File: config.mk
export PLATFORM = sky130hd
export DESIGN_NAME = serial_fifo_bridge
export DESIGN_NICKNAME = d
export VERILOG_FILES = /design/src/rtl/serial_bridge_pkg.sv /design/src/rtl/serial_fifo_bridge_sync_fifo.sv /design/src/rtl/serial_fifo_bridge.sv
export SDC_FILE = /design/constraint.sdc
export NUM_CORES = 1
export LEC_CHECK = 0
export ABC_AREA = 0
export CAP_MARGIN = 20
export CORE_AREA = 3 3 143 145
export DETAILED_ROUTE_END_ITERATION = 12
export DIE_AREA = 0 0 146 148
export GPL_TIMING_DRIVEN = 0
export PLACE_DENSITY = 0.84
export SLEW_MARGIN = 0
export SYNTH_ARGS = -nofsm -noshare
export SYNTH_HDL_FRONTEND = slang
export SYNTH_HIERARCHICAL = 1
export SYNTH_SLANG_ARGS = --single-unit
File: constraint.sdc
create_clock -name clock -period 5.9 [get_ports clock]
set_clock_uncertainty 0.1 [all_clocks]
set_input_delay 0.885 -clock clock [delete_from_list [all_inputs] [get_ports clock]]
set_output_delay 0.885 -clock clock [all_outputs]
set_load 0.02 [all_outputs]
File: src/rtl/serial_bridge_pkg.sv
// Shared types and constants for the serial FIFO bridge.
// The optional byte counters are built only when SERIAL_BRIDGE_STATS_EN is defined.
package serial_bridge_pkg;

  localparam int SER_DATA_W        = 8;
  localparam int SER_DEFAULT_DEPTH = 16;
  localparam int STAT_W            = 16;

  typedef logic [SER_DATA_W-1:0] byte_t;

  // Increment that holds at all-ones instead of wrapping back to zero.
  function automatic logic [STAT_W-1:0] sat_inc(input logic [STAT_W-1:0] v);
    return (&v) ? v : v + 1'b1;
  endfunction

endpackage

File: src/rtl/serial_fifo_bridge_sync_fifo.sv
// Show-ahead synchronous FIFO: circular buffer with wrapping pointers and an occupancy count.
// The head is visible on dout the cycle after it is pushed; dout reads 0 while the FIFO is empty.
module sync_fifo #(
  parameter int DEPTH = 16,
  parameter int W     = 8,
  parameter int AW    = $clog2(DEPTH)
) (
  input  logic          clock,
  input  logic          reset,
  input  logic          push,
  input  logic          pop,
  input  logic [W-1:0]  din,
  output logic [W-1:0]  dout,
  output logic          full,
  output logic          empty,
  output logic [AW:0]   count
);

  logic [W-1:0]  mem [DEPTH];
  logic [AW-1:0] wr_ptr;
  logic [AW-1:0] rd_ptr;
  logic          push_ok;
  logic          pop_ok;

  assign full    = (count == (AW+1)'(DEPTH));
  assign empty   = (count == '0);
  assign push_ok = push && !full;
  assign pop_ok  = pop && !empty;
  assign dout    = empty ? '0 : mem[rd_ptr];

  // NOTE: storage is deliberately left out of reset; contents only matter once
  // count says they are valid, and a reset-free array maps onto plain RAM.
  always_ff @(posedge clock) begin
    if (push_ok) mem[wr_ptr] <= din;
  end

  // NOTE: state updates use non-blocking assignments so every register samples
  // the pre-edge values, regardless of statement order.
  always_ff @(posedge clock or negedge reset) begin
    if (!reset) begin
      wr_ptr <= '0;
      rd_ptr <= '0;
      count  <= '0;
    end else begin
      if (push_ok) wr_ptr <= wr_ptr + 1'b1;
      if (pop_ok)  rd_ptr <= rd_ptr + 1'b1;
      case ({push_ok, pop_ok})
        2'b10:   count <= count + 1'b1;
        2'b01:   count <= count - 1'b1;
        default: count <= count;
      endcase
    end
  end

endmodule

File: src/rtl/serial_fifo_bridge.sv
// Byte bridge between the processor serial IO ports and a host front end: RX and TX FIFOs,
// handshake gating and sticky error flags. Define SERIAL_BRIDGE_STATS_EN for byte counters.
module serial_fifo_bridge
  import serial_bridge_pkg::*;
#(
  parameter int DEPTH = SER_DEFAULT_DEPTH,
  parameter int AW    = $clog2(DEPTH)
) (
  input  logic                  clock,
  input  logic                  reset,
  input  logic [SER_DATA_W-1:0] host_rx_data,
  input  logic                  host_rx_valid,
  output logic                  host_rx_ready,
  output logic [SER_DATA_W-1:0] host_tx_data,
  output logic                  host_tx_valid,
  input  logic                  host_tx_ready,
  output logic [SER_DATA_W-1:0] cpu_rx_data,
  output logic                  cpu_rx_valid,
  input  logic                  cpu_rx_rden,
  input  logic [SER_DATA_W-1:0] cpu_tx_data,
  input  logic                  cpu_tx_wren,
  output logic                  cpu_tx_ready,
  output logic [AW:0]           rx_level,
  output logic [AW:0]           tx_level,
  output logic                  err_rx_underflow,
`ifdef SERIAL_BRIDGE_STATS_EN
  output logic [STAT_W-1:0]     rx_bytes_total,
  output logic [STAT_W-1:0]     tx_bytes_total,
`endif
  output logic                  err_tx_overflow
);

  logic rx_full, rx_empty, rx_push, rx_pop;
  logic tx_full, tx_empty, tx_push, tx_pop;

  // Ready depends only on registered counts, so a full FIFO refuses a push even
  // when a pop happens in the same cycle.
  assign host_rx_ready = !rx_full;
  assign cpu_rx_valid  = !rx_empty;
  assign cpu_tx_ready  = !tx_full;
  assign host_tx_valid = !tx_empty;

  assign rx_push = host_rx_valid && host_rx_ready;
  assign rx_pop  = cpu_rx_rden && cpu_rx_valid;
  assign tx_push = cpu_tx_wren && cpu_tx_ready;
  assign tx_pop  = host_tx_valid && host_tx_ready;

  sync_fifo #(.DEPTH(DEPTH), .W(SER_DATA_W)) rx_fifo (
    .clock (clock),
    .reset (reset),
    .push  (rx_push),
    .pop   (rx_pop),
    .din   (host_rx_data),
    .dout  (cpu_rx_data),
    .full  (rx_full),
    .empty (rx_empty),
    .count (rx_level)
  );

  sync_fifo #(.DEPTH(DEPTH), .W(SER_DATA_W)) tx_fifo (
    .clock (clock),
    .reset (reset),
    .push  (tx_push),
    .pop   (tx_pop),
    .din   (cpu_tx_data),
    .dout  (host_tx_data),
    .full  (tx_full),
    .empty (tx_empty),
    .count (tx_level)
  );

  always_ff @(posedge clock or negedge reset) begin
    if (!reset) begin
      err_rx_underflow <= 1'b0;
      err_tx_overflow  <= 1'b0;
    end else begin
      if (cpu_rx_rden && rx_empty) err_rx_underflow <= 1'b1;
      if (cpu_tx_wren && tx_full)  err_tx_overflow  <= 1'b1;
    end
  end

`ifdef SERIAL_BRIDGE_STATS_EN
  logic [STAT_W-1:0] rx_total;
  logic [STAT_W-1:0] tx_total;

  assign rx_bytes_total = rx_total;
  assign tx_bytes_total = tx_total;

  // Only CPU-side traffic is counted: bytes the processor consumed or produced.
  always_ff @(posedge clock or negedge reset) begin
    if (!reset) begin
      rx_total <= '0;
      tx_total <= '0;
    end else begin
      if (rx_pop)  rx_total <= sat_inc(rx_total);
      if (tx_push) tx_total <= sat_inc(tx_total);
    end
  end
`endif

endmodule

==> flow_metrics.env <==
export IMPL_start_util_pct=61.5
export IMPL_cts_resized=0
export IMPL_power_density_nw_per_um2=507
export IMPL_drc=0
export IMPL_p_leak_uw=0.00468
export IMPL_avgViaCountPerCell=6.19
export IMPL_pre_cts_ws_ps=1830
export IMPL_cap_violations=0
export IMPL_firstDrtPassIters=5
export IMPL_cts_setup_buffers=0
export IMPL_setup_viol=0
export IMPL_post_route_period_util_pct=69.1
export IMPL_antenna_found_initial=0
export IMPL_drt_iter0_drc=487
export IMPL_yosys_top_cells_area="edfxtp_1, mux4_2, dfrtp_1, mux4_1, ha_1"
export IMPL_ys_flop_type="edfxtp_1"
export IMPL_synth_edf_count=256
export IMPL_final_cell_area_um2=13700
export IMPL_via_count=6246
export IMPL_ys_seq_elements=284
export IMPL_dieArea_um2=21600
export IMPL_clockRootBuffer="clkbuf_16"
export IMPL_fin_nets=762
export IMPL_whs_ps=377
export IMPL_min_path_cells=1
export IMPL_setup_ws_ps=1820
export IMPL_synth_distinct_cells=45
export IMPL_synth_common_cells="edfxtp_1, mux4_2, dfrtp_1, nor2_1, nand2_1"
export IMPL_syn_area_per_cell_um2=18.9
export IMPL_yosysTopAreaCellShare_pct=64.6
export IMPL_grt_pass1_vias=6578
export IMPL_max_vdd_ir_drop_mv=0.316
export IMPL_timing_rr_end="tx_fifo/count[4]"
export IMPL_syn_area_um2=11900
export IMPL_worst_r2r_startpoint="tx_fifo/count[2]"
export IMPL_syn_to_final_growth_pct=15.6
export IMPL_cts_tree="built"
export IMPL_hold_buffers=0
export IMPL_synth_yosys_seq_area_share_pct=70.5
export IMPL_antenna_cells=0
export IMPL_ys_warn_count=6
export IMPL_grt_util_all_layers_pct=23.1
export IMPL_detail_route_antenna_nets=0
export IMPL_end_kind="flop"
export IMPL_fin_cells=1009
export IMPL_rsz0062_at_grt="no"
export IMPL_slew_viol_final=0
export IMPL_ys_async_sr_fraction_pct=9.86
export IMPL_numCtsBuffers=28
export IMPL_relSlewSlack_pct=39.1
export IMPL_drt_total_wl_um=24600
export IMPL_grt_start_max_net_pins=17
export IMPL_fp_dieW_um=146
export IMPL_min_to="err_rx_underflow"
export IMPL_yosysTopAreaCell="edfxtp_1"
export IMPL_core_area_um2=19300
export IMPL_dpl_cell_area_um2=12800
export IMPL_synth_most_common_cell="edfxtp_1"
export IMPL_worst_ep_arrival_time_ps=4370
export IMPL_port_buffers=53
export IMPL_fin_crit_ps=4080
export IMPL_dp_cells=957
export IMPL_r2r_setup_slack_ps=1820
export IMPL_tightest_slew_ps=906
export IMPL_critPathKind="flop to flop"
export IMPL_clk_path_buf_depth=3
export IMPL_min_delay_path_class="flop to flop"
export IMPL_fmax_ghz=0.245
export IMPL_numClockSinks=284
export IMPL_clk_pin_slew_ps=60
export IMPL_fin_setup_tns_ps=0
export IMPL_status="finished clean"
export IMPL_synth_nets=670
export IMPL_gp_congestion=0.802
export IMPL_htree_levels=1
export IMPL_grt_remaining_overflow=0
export IMPL_wl_per_cell_um=24.4
export IMPL_report_final_hold_viol_count=0
export IMPL_die_h_um=148
export IMPL_cp_max_fo=10
export IMPL_rr_worst_depth=16
export IMPL_min_from="err_rx_underflow"
export IMPL_drive_above_1_share_pct=19.6
export IMPL_grt_pass1_wl_um=38300
export IMPL_ioPinCount=54
export IMPL_start_kind="flop"
export IMPL_synth_cells=630
export IMPL_crit_required_ps=6190
export IMPL_clock_latency_ps=530
export IMPL_hpwl_um=15700
export IMPL_rows=51
[critical path, stage by stage (launching register included)]
cell and delay [ps]:
dfrtp_1 380, clkbuf_1 200, nor4_1 490, nand2b_1 290
buf_4 250, inv_1 70, nor2b_1 80, nand2_1 180
inv_1 110, ha_1 230, clkbuf_1 240, xor2_1 200
ha_1 230, o211ai_1 220, nor4_1 100, a2111oi_0 430
o211ai_1 150
[final cells by class]
cell class | instances | area (um2)
clock buffer | 39 | 783
fill | 1176 | 5590
clock inverter | 13 | 120
timing repair buffer | 62 | 616
tap | 265 | 332
inverter | 16 | 60.1
sequential | 284 | 8390
multi-input combinational | 292 | 3150
buffer | 38 | 297
[metal layers]
| layer | up-vias | routed length, um | share of wire [%] | track usage (%) |
|---|---|---|---|---|
| met5 | - | 0 | 0 | 0 |
| met4 | 0 | 605 | 2.5 | 6.63 |
| met3 | 43 | 1170 | 4.7 | 3.10 |
| met2 | 222 | 13300 | 54 | 41.6 |
| met1 | 3279 | 9530 | 39 | 30.0 |
| li1 | 2702 | - | - | - |
[cell families (layout without fill, tap and decap cells)]
family                     after synthesis  in the layout  share of synthesized area (%)
DFF                                    284            284                           70.5
muxes                                  100            100                           16.0
and+or+nand+nor                         94             94                           3.93
AOI/OAI and AO/OA                       60             60                           3.18
buffers and inverters                   54            168                           3.00
xor gates and xnor gates                20             20                           1.47
adders and majority gates               18             18                           1.89
[worst max path at each step]
stage | start | cells after the start | end
floorplan | tx_fifo/count[2] | 14 | tx_fifo/count[4]
global placement | cpu_rx_rden | 12 | rx_fifo/count[4]
detailed placement | cpu_tx_wren | 12 | tx_fifo/count[4]
CTS | tx_fifo/count[1] | 15 | tx_fifo/count[4]
global route | tx_fifo/count[2] | 16 | tx_fifo/count[4]
finish | tx_fifo/count[2] | 16 | tx_fifo/count[4]
[state kept, by name, summed over array words and instances (netlist names)]
register / cells
err_rx_underflow: 1
err_tx_overflow: 1
rx_fifo/count: 5
rx_fifo/mem: 128
rx_fifo/rd_ptr: 4
rx_fifo/wr_ptr: 4
tx_fifo/count: 5
tx_fifo/mem: 128
tx_fifo/rd_ptr: 4
tx_fifo/wr_ptr: 4
[placed cells by master (no fill, tap or decap), types with 5 or more instances in the layout]
master           netlist  final
buf_6                  5      5
nor2b_1                6      6
o21ai_1                6      6
o21ai_0               12     12
nor3_1                 8      8
clkbuf_1              10     18
xnor2_1               18     18
mux4_2                44     44
clkinv_2               0      5
ha_1                  18     18
dfrtp_1               28     28
mux2i_1               16     16
edfxtp_1             256    256
clkbuf_16              0     29
buf_2                  6      7
nand2b_1               6      6
nor2_1                28     28
nand2_1               22     22
buf_4                  9     16
inv_1                 16     16
clkdlybuf4s50_1        0     53
mux4_1                20     20
mux2_2                20     20
a21oi_1               18     18
[metrics by stage]
| step | util [%] | total power (uW) |
|---|---|---|
| floorplan | - | 4380 |
| global placement | 66.0 | 5110 |
| detailed placement | 66.4 | 5250 |
| CTS | 71.1 | 6990 |
| global route | 71.1 | 7260 |
| finish | 71.1 | 6960 |
[power breakdown]
group          internal (uW)  switching, uW  leakage (uW)
Combinational           1240           1390       0.00161
Sequential              2480            122       0.00264
Clock                   1010            710      0.000438
Total                   4740           2220       0.00468
(Power assumes the default switching activity.)
==> edit (same settings) <==
Change the package constant `SER_DATA_W` from 8 to 10.
--- a/src/rtl/serial_bridge_pkg.sv
+++ b/src/rtl/serial_bridge_pkg.sv
@@ -4,3 +4,3 @@
 
-  localparam int SER_DATA_W        = 8;
+  localparam int SER_DATA_W        = 10;
   localparam int SER_DEFAULT_DEPTH = 16;
Ports: changed (resized cpu_rx_data, cpu_tx_data, host_rx_data and host_tx_data); port bits go from 54 to 62. No check against the original RTL was run, so the function may have changed too.
==> edit against the unedited design <==
  * Non-clock buffer count rose by 14
  * Synthesized cell count rose by 16%
  * Fmax fell by 6.9%
  * Design area rose by 18%
  * Sequential power rose by 23%
  * Routed wire length rose by 26%
  * Highest routed layer unchanged
  * Area after synthesis rose by 19%
  * Power rose by 19%
  * Sequential cell count rose by 64
  * Worst setup slack got worse by 0.30 ns
  * Final cell count rose by 12%
==> edit: results (changes against the unedited design) <==
* Outcome: completed
* Sequential Power at 3190 uW (+23%)
* Synth Area in XOR/XNOR at 1.23% (-0.24 points)
* Initial drt markers at 643 (+32%)
* CP top delay family: buffers and inverters
* Adder-cell share of the synthesized area at 1.59% (-0.31 points)
* Top post-synthesis cells by count: edfxtp_1 (320), mux4_2 (76), dfrtp_1 (28), nor2_1 (28), o21ai_1 (24)
* Drt first pass iters at 8 (+3)
* Regs by FF count: rx_fifo/mem (160), tx_fifo/mem (160)
* Bufs w/o clock at 114 (+14%)
* Proportion of cell area occupied by registers at 63.4% (+2.4 points)
* Mux contribution to synthesized area at 16.1% (+0.11 points)
* Post-synth EDFFs at 320 (+25%)
* Critical path arrival at 4.64 ns (+0.27 ns)
* Largest cells by area after synthesis: edfxtp_1 (68%), mux4_2 (12%), dfrtp_1 (4.9%)
* Static leakage at 0.00543 uW (+16%)
* P per Cell Area at 510 mW/mm^2 (+0.64%)
* Worst rel slew slack at 27.0% (-12 points)
* Post-synth net total at 774 (+16%)
* GR met1 Demand/Resource at 36.0% (+6.0 points)
* Post-synthesis cell count at 730 (+16%)
* Wire per inst at 27.5 microns (+13%)
* Grt met3 use at 4.05% (+0.95 points)
* Non-Filler Instances at 1126 (+12%)
* VDD IR max at 0.000484 V (+53%)
* Global-route wire length before repair at 47.1 mm (+23%)
* Layout Nets at 882 (+16%)
* Via count at 7542 (+21%)
* Buffering overhead at 5.86% (-0.77 points)
* Skew-Pair Late Insertion Delay at 0.49 ns (-0.04 ns)
* Met2 routed WL at 17.3 mm (+31%)
* CP max stage delay at 0.42 ns (-0.07 ns)
* Crit-path slowest cell: clkbuf_1
* GRT met2 Usage at 55.0% (+13 points)
* Multi-input gate area at 0.00359 sq mm (+14%)
* Sequential cells at 348 (+23%)
* Share of cells above drive strength 1 at 22.0% (+2.3 points)
* Multi-Input Combinational at 324 (+11%)
* DRT met1 WL at 10.8 mm (+13%)
* Met3 WL at 1.86 mm (+60%)
-- edit: changes by cell type after synthesis, moves of 4 or more --
cell / unedited run / this run
mux2_1: 0 / 4
mux4_1: 20 / 4
buf_2: 6 / 18
o21ai_0: 12 / 0
inv_2: 0 / 4
a21oi_1: 18 / 22
mux4_2: 44 / 76
o21ai_1: 6 / 24
edfxtp_1: 256 / 320
mux2i_1: 16 / 20
inv_1: 16 / 10
buf_4: 9 / 4
-- edit: path summary, 6_finish.rpt --
check                                 start                end  slack, ns  cells after the start
hold reg to reg            err_rx_underflow   err_rx_underflow       0.37                      1
min in group clock         err_rx_underflow   err_rx_underflow       0.37                      1
hold / removal                        reset  rx_fifo/wr_ptr[2]       0.35                      1
max in group asynchronous             reset  rx_fifo/rd_ptr[2]       4.85                      1
setup reg to reg           rx_fifo/count[4]   rx_fifo/count[4]       1.52                     15
setup / recovery           rx_fifo/count[4]   rx_fifo/count[4]       1.52                     15
